===== config.mk =====
export PLATFORM = sky130hd
export DESIGN_NAME = led_seq_ctrl
export DESIGN_NICKNAME = d
export VERILOG_FILES = /design/src/rtl/led_seq_pkg.sv /design/src/rtl/tick_prescaler.sv /design/src/rtl/led_seq_ctrl.sv
export SDC_FILE = /design/constraint.sdc
export NUM_CORES = 1
export LEC_CHECK = 0
export CAP_MARGIN = 20
export CORE_MARGIN = 1.5
export CORE_UTILIZATION = 45
export CTS_CLUSTER_DIAMETER = 100
export DETAILED_ROUTE_END_ITERATION = 16
export GPL_TIMING_DRIVEN = 0
export PLACE_DENSITY = 0.71
export SETUP_SLACK_MARGIN = 0.15
export SLEW_MARGIN = 20
export SYNTH_ARGS = -nofsm -noshare
export SYNTH_HDL_FRONTEND = slang
export SYNTH_SLANG_ARGS = --single-unit

===== constraint.sdc =====
create_clock -name clk -period 4 [get_ports clk]
set_input_delay 0.8 -clock clk [delete_from_list [all_inputs] [get_ports clk]]
set_output_delay 0.8 -clock clk [all_outputs]
set_load 0.02 [all_outputs]

===== src/rtl/led_seq_pkg.sv =====
// Shared types and constants for the LED sequencer: mode encodings, start patterns,
// speed-level width and the prescaler counter width.
package led_seq_pkg;

  typedef enum logic [1:0] {
    ModeShl    = 2'd0,
    ModeShr    = 2'd1,
    ModeFill   = 2'd2,
    ModeBounce = 2'd3
  } mode_e;

  localparam int unsigned SpeedW = 2;
  // Wide enough to hold a period of 2^26.
  localparam int unsigned CntW   = 27;

  localparam logic [7:0] StartShl    = 8'h01;
  localparam logic [7:0] StartShr    = 8'h80;
  localparam logic [7:0] StartFill   = 8'h00;
  localparam logic [7:0] StartBounce = 8'h01;

  function automatic logic [7:0] start_pattern(input mode_e m);
    logic [7:0] p;
    unique case (m)
      ModeShl:    p = StartShl;
      ModeShr:    p = StartShr;
      ModeFill:   p = StartFill;
      ModeBounce: p = StartBounce;
      default:    p = StartShl;
    endcase
    return p;
  endfunction

endpackage


===== src/rtl/tick_prescaler.sv =====
// Step-rate prescaler: counts 0..period-1 while run is high and strobes tick on the
// last count. clr restarts the count from 0 regardless of run.
module tick_prescaler
  import led_seq_pkg::*;
(
  input  logic            clk,
  input  logic            rs,
  input  logic            run,
  input  logic            clr,
  input  logic [CntW-1:0] period,
  output logic            tick
);

  logic [CntW-1:0] count_q, count_d;

  assign tick = run && (count_q == period - CntW'(1));

  always_comb begin
    count_d = count_q;
    if (clr) begin
      count_d = '0;
    end else if (tick) begin
      count_d = '0;
    end else if (run) begin
      count_d = count_q + CntW'(1);
    end
  end

  always_ff @(posedge clk) begin
    if (rs) begin
      count_q <= '0;
    end else begin
      count_q <= count_d;
    end
  end

endmodule


===== src/rtl/led_seq_ctrl.sv =====
// LED pattern sequencer: mode FSM, pattern register and button edge detection, stepping
// on a prescaled tick whose period halves with each speed level.
module led_seq_ctrl
  import led_seq_pkg::*;
#(
  parameter int unsigned TICK_DIV = 25_000_000
) (
  input  logic              clk,
  input  logic              rs,
  input  logic              btn_mode,
  input  logic              btn_speed,
  input  logic              run,
  output logic [7:0]        led,
  output logic [1:0]        mode,
  output logic [SpeedW-1:0] speed,
  output logic              tick
);

  mode_e             mode_q, mode_d;
  logic [7:0]        led_q, led_d;
  logic [SpeedW-1:0] speed_q, speed_d;
  logic              dir_left_q, dir_left_d;
  logic              btn_mode_q, btn_speed_q;
  logic              mode_edge, speed_edge;
  logic [CntW-1:0]   period;

  assign mode_edge  = btn_mode & ~btn_mode_q;
  assign speed_edge = btn_speed & ~btn_speed_q;
  assign period     = CntW'(TICK_DIV) >> speed_q;

  tick_prescaler u_prescaler (
    .clk    (clk),
    .rs     (rs),
    .run    (run),
    .clr    (mode_edge | speed_edge),
    .period (period),
    .tick   (tick)
  );

  always_comb begin
    mode_d     = mode_q;
    led_d      = led_q;
    speed_d    = speed_q;
    dir_left_d = dir_left_q;

    if (speed_edge) begin
      speed_d = speed_q + SpeedW'(1);
    end

    // A mode change takes priority over a pattern step in the same cycle.
    if (mode_edge) begin
      unique case (mode_q)
        ModeShl:    mode_d = ModeShr;
        ModeShr:    mode_d = ModeFill;
        ModeFill:   mode_d = ModeBounce;
        ModeBounce: mode_d = ModeShl;
        default:    mode_d = ModeShl;
      endcase
      led_d      = start_pattern(mode_d);
      dir_left_d = 1'b1;
    end else if (tick) begin
      unique case (mode_q)
        ModeShl:  led_d = {led_q[6:0], led_q[7]};
        ModeShr:  led_d = {led_q[0], led_q[7:1]};
        ModeFill: led_d = (led_q == 8'hFF) ? 8'h00 : {led_q[6:0], 1'b1};
        ModeBounce: begin
          led_d = dir_left_q ? {led_q[6:0], 1'b0} : {1'b0, led_q[7:1]};
          if (led_d == 8'h80) begin
            dir_left_d = 1'b0;
          end else if (led_d == 8'h01) begin
            dir_left_d = 1'b1;
          end
        end
        default: led_d = led_q;
      endcase
    end
  end

  // Button history resets to 1 so a button held through reset gives no edge.
  always_ff @(posedge clk) begin
    if (rs) begin
      mode_q      <= ModeShl;
      led_q       <= StartShl;
      speed_q     <= '0;
      dir_left_q  <= 1'b1;
      btn_mode_q  <= 1'b1;
      btn_speed_q <= 1'b1;
    end else begin
      mode_q      <= mode_d;
      led_q       <= led_d;
      speed_q     <= speed_d;
      dir_left_q  <= dir_left_d;
      btn_mode_q  <= btn_mode;
      btn_speed_q <= btn_speed;
    end
  end

  assign led   = led_q;
  assign mode  = mode_q;
  assign speed = speed_q;

endmodule


==> results of run 1 <==
-- cell usage after synthesis, types with 3 or more instances --
| master | number |
|---|---|
| sky130_fd_sc_hd__and3_1 | 7 |
| sky130_fd_sc_hd__buf_6 | 3 |
| sky130_fd_sc_hd__buf_2 | 4 |
| sky130_fd_sc_hd__clkbuf_1 | 9 |
| sky130_fd_sc_hd__o21ai_0 | 7 |
| sky130_fd_sc_hd__a21oi_1 | 18 |
| sky130_fd_sc_hd__o211ai_1 | 3 |
| sky130_fd_sc_hd__or2_2 | 5 |
| sky130_fd_sc_hd__and2_1 | 7 |
| sky130_fd_sc_hd__o2111ai_1 | 7 |
| sky130_fd_sc_hd__ha_1 | 13 |
| sky130_fd_sc_hd__nand4_1 | 10 |
| sky130_fd_sc_hd__nor2_1 | 23 |
| sky130_fd_sc_hd__xnor2_1 | 26 |
| sky130_fd_sc_hd__xor2_1 | 8 |
| sky130_fd_sc_hd__nand3_1 | 7 |
| sky130_fd_sc_hd__or3b_1 | 3 |
| sky130_fd_sc_hd__nand3b_1 | 4 |
| sky130_fd_sc_hd__nor2b_1 | 3 |
| sky130_fd_sc_hd__or4_1 | 4 |
| sky130_fd_sc_hd__nor3_2 | 20 |
| sky130_fd_sc_hd__nor3_1 | 17 |
| sky130_fd_sc_hd__dfxtp_1 | 42 |
| sky130_fd_sc_hd__or3_1 | 3 |
| sky130_fd_sc_hd__a21boi_0 | 4 |
| sky130_fd_sc_hd__nand2_1 | 11 |
| sky130_fd_sc_hd__nor4_1 | 6 |
| sky130_fd_sc_hd__inv_1 | 15 |
-- logic make-up after synthesis --
kind of cell	count (synthesis)
and+or+nand+nor	142
AOI/OAI and AO/OA	51
DFF	42
xor gates and xnor gates	34
buffers and inverters	33
adders and majority gates	13
muxes	2
-- state kept, by name, summed over array words and instances (netlist names) --
signal and flops:
btn_mode_q 1, btn_speed_q 1, dir_left_q 1, led 8
mode 2, speed 2, u_prescaler.count_q 27
-- per-stage QoR --
| step | setup slack [ns] | power, mW |
|---|---|---|
| 2_1_floorplan | 0.895 | 0.483 |
| 3_3_place_gp | 0.288 | 0.503 |
| 3_5_place_dp | 0.297 | 0.504 |
| 4_1_cts | 0.182 | 0.780 |
| 5_1_grt | 0.364 | 0.807 |
| 6_report | 0.499 | 0.773 |
-- routing by layer --
layer / up-vias / track usage, %
met3: 6 / 4.04
met2: 40 / 30.8
met4: 0 / 5.52
met5: - / 0
met1: 1062 / 27.1
li1: 1183 / -
-- cell usage in the layout (no fill, tap or decap), drive strengths merged, types with 7 or more instances in the layout --
cell and count:
and3 7, nand2 11, ha 13, xor2 8, o21ai 9, dfxtp 42, nor3 37, clkbuf 16
nor2 23, inv 15, nor4 8, a21oi 18, and2 7, xnor2 26, clkdlybuf4s50 16, nand4 10
o2111ai 7, nand3 7, buf 8
-- tightest hold or removal path, stage by stage, from the launching register on --
cell and delay [ns]:
sky130_fd_sc_hd__dfxtp_1 0.35, sky130_fd_sc_hd__o21ai_0 0.08, sky130_fd_sc_hd__a21oi_1 0.06
-- cell type report --
class	count	area [um^2]	share of cell area (%)
multi-input cells	242	1740	56.4
flip-flops and latches	42	843	27.3
repair buffers	17	173	5.58
plain buffers	18	97.6	3.16
well taps	75	93.8	3.03
clock buffers	6	72.6	2.35
inverters	15	56.3	1.82
clock inverters	2	13.8	0.445
-- power groups by stage --
| stage | clock network [mW] | logic (mW) | registers (mW) |
|---|---|---|---|
| 3_3_place_gp | 0 | 0.0640 | 0.439 |
| 2_1_floorplan | 0 | 0.0425 | 0.441 |
| 4_1_cts | 0.285 | 0.0654 | 0.429 |
| 5_1_grt | 0.303 | 0.0742 | 0.430 |
| 6_report | 0.277 | 0.0661 | 0.429 |
| 3_5_place_dp | 0 | 0.0651 | 0.439 |
-- path summary, 6_finish.rpt --
check / start / endpoint / slack, ns / depth (start not counted)
max reg2reg: speed[0]$_SDFFE_PP0P_ / u_prescaler.count_q[23]$_SDFFE_PP0P_ / 1.30 / 9
min reg2reg: led[1]$_SDFFE_PP0P_ / led[1]$_SDFFE_PP0P_ / 0.53 / 2
min: led[1]$_SDFFE_PP0P_ / led[1]$_SDFFE_PP0P_ / 0.53 / 2
max: speed[0]$_SDFFE_PP0P_ / tick / 0.50 / 8
-- what timing repair did --
| action | in CTS | in global routing |
|---|---|---|
| endpoints found under the setup margin | 1 | 1 |
| hold buffers | 0 | 0 |
| gates resized for setup | 2 | 4 |
| gates cloned | 0 | 0 |
| pin swaps | 0 | 0 |
| hold endpoints to repair | 0 | 0 |
==> impl_metrics.tcl, run 1 <==
set metrics [dict create \
    cp-end-kind "output pin" \
    critical-path-max-stage-delay_ns 0.43 \
    clk-insertion-delay-late_ns 0.30 \
    netlist.top_cell.by_area "sky130_fd_sc_hd__dfxtp_1" \
    synth.ff_latch_count 42 \
    final.fill_count 585 \
    postSynth.topFlopCell "sky130_fd_sc_hd__dfxtp_1" \
    finClkSkew_ns 0.0109 \
    post-route-cell-area_mm2 0.00309 \
    p_sw_uw 199 \
    cell_area_after_placement_mm2 0.00298 \
    maxClockFrequency_mhz 286 \
    die_y_um 80.7 \
    synth.area.mux_share_pct 0.736 \
    antenna_violating_nets_post_route 0 \
    synth_compound_gate_area_share_pct 12.7 \
    port_buffers 17 \
    finalMaxSlewViolations 0 \
    worstSetupStartpointType "flip-flop" \
    crit_chain "inv_1, ha_1, or3_4, o31a_1, o2111ai_1, clkbuf_4, nor2_1, dlymetal6s2s_1" \
    drt_pass1_iterations 4 \
    synth.net_count 335 \
    power_frac_seq_pct 55.6 \
    post_route_cells_drive_above_1_share_pct 14.0 \
    synth_cell_types 47 \
    floorplan.initialDensity_pct 46.2 \
    power_density_mw_per_mm2 250 \
    floorplan.io_pins 18 \
    global_route_wire_length_before_repair_um 10100 \
    setup_tns_ns 0 \
    flow.area_growth_from_synthesis_pct 13.7 \
    detail_route.iter0.violations 100 \
    finalWirelength_um 5790 \
    drc 0 \
    wl_met1_um 2840 \
    tritoncts_clock_tree "done" \
    die_ar_mm2 0.00652 \
    worstHoldPathType "reg2reg" \
    critical_path_class "reg2out" \
    core-area_mm2 0.00589 \
    num-nets-final 359 \
    finalNonFillerCells 417 \
    dr.max_layer_used "met4" \
    hold_viol 0 \
    power.share.switching_pct 25.7 \
    synth-xor-area-share_pct 10.9 \
    num_antenna_cells 0 \
    crit_fanout 10 \
    post-place-cells 409 \
    finalCritPeriodShare_pct 87.5 \
    yosys.area_share.simple_pct 33.2 \
    slew_headroom_pct 54.1 \
    post-cts-setup-buffers 0 \
    ctsLongestPathBuffers 2 \
    vdd.ir_drop.worst_mv 0.218 \
    final.hold.worst_slack_ns 0.533 \
    async_reset_ff_share_pct 0 \
    worstPathArrival_ns 2.70 \
    post_synth_main_area_contributors "sky130_fd_sc_hd__dfxtp_1, sky130_fd_sc_hd__xnor2_1, sky130_fd_sc_hd__nor3_2" \
    detail_route.wl_per_cell_um 13.9 \
    global_route.overflow_total 0 \
    synthesis.area_per_instance_um2 8.58 \
    seq_area_frac_synth_pct 30.9 \
    rsz0062_at_grt "false" \
    wl_met2_um 2640 \
    final-setup-viol-count 0 \
    postSynthCellCount 317 \
    place_hpwl_um 4260 \
    gp_routability_congestion 0.893 \
    grt_pass1_vias 2129 \
    route.detailed.vias_per_inst 5.49 \
    via_count 2291 \
    slowest_stage "sky130_fd_sc_hd__dfxtp_2" \
    synth_top_area_share_pct 30.9 \
    drv_cap 0 \
    synth_enable_flop_cells 0 \
    leakage_nw 1.05 \
    worst_ep_required_time_ns 3.20 \
    floorplan.rows 28 \
    syn_area_mm2 0.00272 \
    tightest_slew_ns 0.689 \
    final.min_clock_period_ns 3.50 \
    synth_adder_area_share_pct 5.98 \
    worst_path_dominant_cell_family "compound AO/OA/AOI/OAI gates" \
    met3WireLength_um 231 \
    clockRootBuffer "sky130_fd_sc_hd__clkbuf_8" \
    outcome "finished clean" \
    clk_transition_reported_paths_ns 0.08 \
    die_w_um 80.7 \
    internal_power_uw 574 \
    clock-sinks 42 \
    number_of_clock_buffers_inserted_by_tritoncts 5 \
    critical_path.n_buffers_inverters 3 \
    grt_start_max_net_pins 14 \
    combPwrFrac_pct 8.6 \
    clockPowerShare_pct 35.9 \
    combinational_family_with_the_most_area_after_synthesis "simple AND/OR/NAND/NOR gates" \
    ys.warnings.count 0 \
    grt_antenna_before_repair 0 \
    final_core_util_pct 52.6 \
    cts_max_level 2 \
    global_route.usage.total_pct 19.6 \
]
No activity file was read; power rests on OpenSTA's default activity.
==> inputs of run 2 (changes only) <==
GPL_TIMING_DRIVEN = unset   (was 0)
clock period = 3.72 ns   (was 4 ns; I/O delays follow)
==> run 2 against run 1 <==
Net effect: combinational power grew 7.9%; non-clock buffer count is 10 lower; sequential share of layout area increased by 0.17 points; clock-buffer cell count stayed put; cell area shrank 0.61%; setup slack lost 0.18 ns; via count grew 0.52%; register-to-register slack lost 0.38 ns; sequential power grew 7.5%; first-iteration DRC count up 52%; cell count decreased by 2.4%.
==> impl_metrics.tcl, run 2 (same netlist as run 1, synthesis figures left out) <==
set metrics [dict create \
    outcome "finished clean" \
    finalCritPeriodShare_pct 91.3 \
    rsz0062_at_grt "false" \
    final.min_clock_period_ns 3.40 \
    largest-register "u_prescaler.count_q" \
    clockRootBuffer "sky130_fd_sc_hd__clkbuf_8" \
    crit_fanout 9 \
    num-nets-final 349 \
    post-cts-setup-buffers 0 \
    drc 0 \
    maxClockFrequency_mhz 294 \
    final-setup-viol-count 0 \
    die_y_um 80.7 \
    power.share.switching_pct 23.8 \
    worst_ep_required_time_ns 2.98 \
    flow.area_growth_from_synthesis_pct 13.0 \
    via_count 2303 \
    layout.cells.most_common_list "sky130_fd_sc_hd__dfxtp_1, sky130_fd_sc_hd__xnor2_1, sky130_fd_sc_hd__nor2_1" \
    die_w_um 80.7 \
    max_ffs_per_register 27 \
    critical_path_class "reg2out" \
    global_route.overflow_total 0 \
    post_route_cells_drive_above_1_share_pct 14.5 \
    grt_start_max_net_pins 20 \
    drt_pass1_iterations 5 \
    leakage_nw 1.03 \
    clockPowerShare_pct 40.7 \
    worstSetupStartpointType "flip-flop" \
    floorplan.io_pins 18 \
    core-area_mm2 0.00589 \
    clk-insertion-delay-late_ns 0.30 \
    cp-end-kind "output pin" \
    route.detailed.vias_per_inst 5.66 \
    finalNonFillerCells 407 \
    holdBufCountCts 0 \
    port_buffers 17 \
    mostFrequentLayoutCell "sky130_fd_sc_hd__dfxtp_1" \
    finClkSkew_ns 0.00902 \
    p_sw_uw 214 \
    tightest_slew_ns 0.661 \
    floorplan.rows 28 \
    finalWirelength_um 6050 \
    finalMaxSlewViolations 0 \
    internal_power_uw 685 \
    place_hpwl_um 4350 \
    setup_tns_ns 0 \
    number_of_clock_buffers_inserted_by_tritoncts 5 \
    num_antenna_cells 0 \
    combPwrFrac_pct 7.9 \
    detail_route.wl_per_cell_um 14.9 \
    detail_route.iter0.violations 152 \
    power_density_mw_per_mm2 292 \
    global_route.usage.total_pct 20.8 \
    ctsLongestPathBuffers 2 \
    clk_transition_reported_paths_ns 0.08 \
    power_frac_seq_pct 51.3 \
    slew_headroom_pct 55.9 \
    cts_max_level 2 \
    grt_pass1_vias 2146 \
    tritoncts_clock_tree "done" \
    floorplan.initialDensity_pct 46.2 \
    clock-sinks 42 \
    hold_viol 0 \
    gp_routability_congestion 0.867 \
    drv_cap 0 \
    global_route_wire_length_before_repair_um 10500 \
    die_ar_mm2 0.00652 \
    worstHoldPathType "reg2reg" \
    vdd.ir_drop.worst_mv 0.133 \
    post-place-cells 399 \
    grt_antenna_before_repair 0 \
    antenna_violating_nets_post_route 0 \
    worstPathArrival_ns 2.65 \
]
run 2: through the flow:
stage          total power [mW]  area, um^2  worst slack [ns]  hold WS (ns)  utilization [%]
2_1_floorplan             0.520        2720             0.671         0.503                -
3_3_place_gp              0.541        2960             0.325         0.517             50.3
3_5_place_dp              0.543        2960             0.239         0.529             50.3
4_1_cts                   0.906        3070             0.316         0.541             52.2
5_1_grt                   0.934        3070             0.153         0.575             52.2
6_report                  0.899        3070             0.323         0.538             52.2
run 2: layer usage:
layer	GRT usage, %	part of all wire, %	vias up
li1	-	-	1161
met1	29.1	47	1071
met2	32.3	46	62
met3	4.04	4.9	9
met4	6.38	1.6	0
met5	0	0	-
run 2: power groups by stage:
stage / Clock (mW) / Sequential [mW] / Combinational (mW)
2_1_floorplan: 0 / 0.474 / 0.0457
3_3_place_gp: 0 / 0.472 / 0.0691
3_5_place_dp: 0 / 0.472 / 0.0708
4_1_cts: 0.373 / 0.462 / 0.0715
5_1_grt: 0.392 / 0.463 / 0.0796
6_report: 0.366 / 0.461 / 0.0713
run 2: area by class of cell:
cell class | count | area [um^2]
fillers | 579 | 2810
repair buffers | 25 | 243
multi-input cells | 242 | 1730
inverters | 15 | 56.3
flip-flops and latches | 42 | 843
clock buffers | 6 | 72.6
clock inverters | 2 | 37.5
well taps | 75 | 93.8
run 2: worst max-delay path, cell delays in order, from the launching register on:
cell                              delay, ns
sky130_fd_sc_hd__dfxtp_2               0.43
sky130_fd_sc_hd__inv_1                 0.12
sky130_fd_sc_hd__ha_1                  0.29
sky130_fd_sc_hd__or3_4                 0.40
sky130_fd_sc_hd__nor4_2                0.34
sky130_fd_sc_hd__o2111ai_1             0.22
sky130_fd_sc_hd__nor2_1                0.21
sky130_fd_sc_hd__clkdlybuf4s15_1       0.33
run 2: repair_timing:
| action | in CTS | in global routing |
|---|---|---|
| gates cloned | 0 | 0 |
| resized for setup | 3 | 1 |
| endpoints found under the setup margin | 1 | 1 |
run 2: final timing paths:
kind | end | startpoint | cells after the start | slack, ns
hold / removal | led[1]$_SDFFE_PP0P_ | led[1]$_SDFFE_PP0P_ | 2 | 0.54
setup reg to reg | led[7]$_SDFFE_PP0P_ | speed[0]$_SDFFE_PP0P_ | 8 | 0.92
hold reg to reg | led[1]$_SDFFE_PP0P_ | led[1]$_SDFFE_PP0P_ | 2 | 0.54
setup / recovery | tick | speed[0]$_SDFFE_PP0P_ | 7 | 0.32
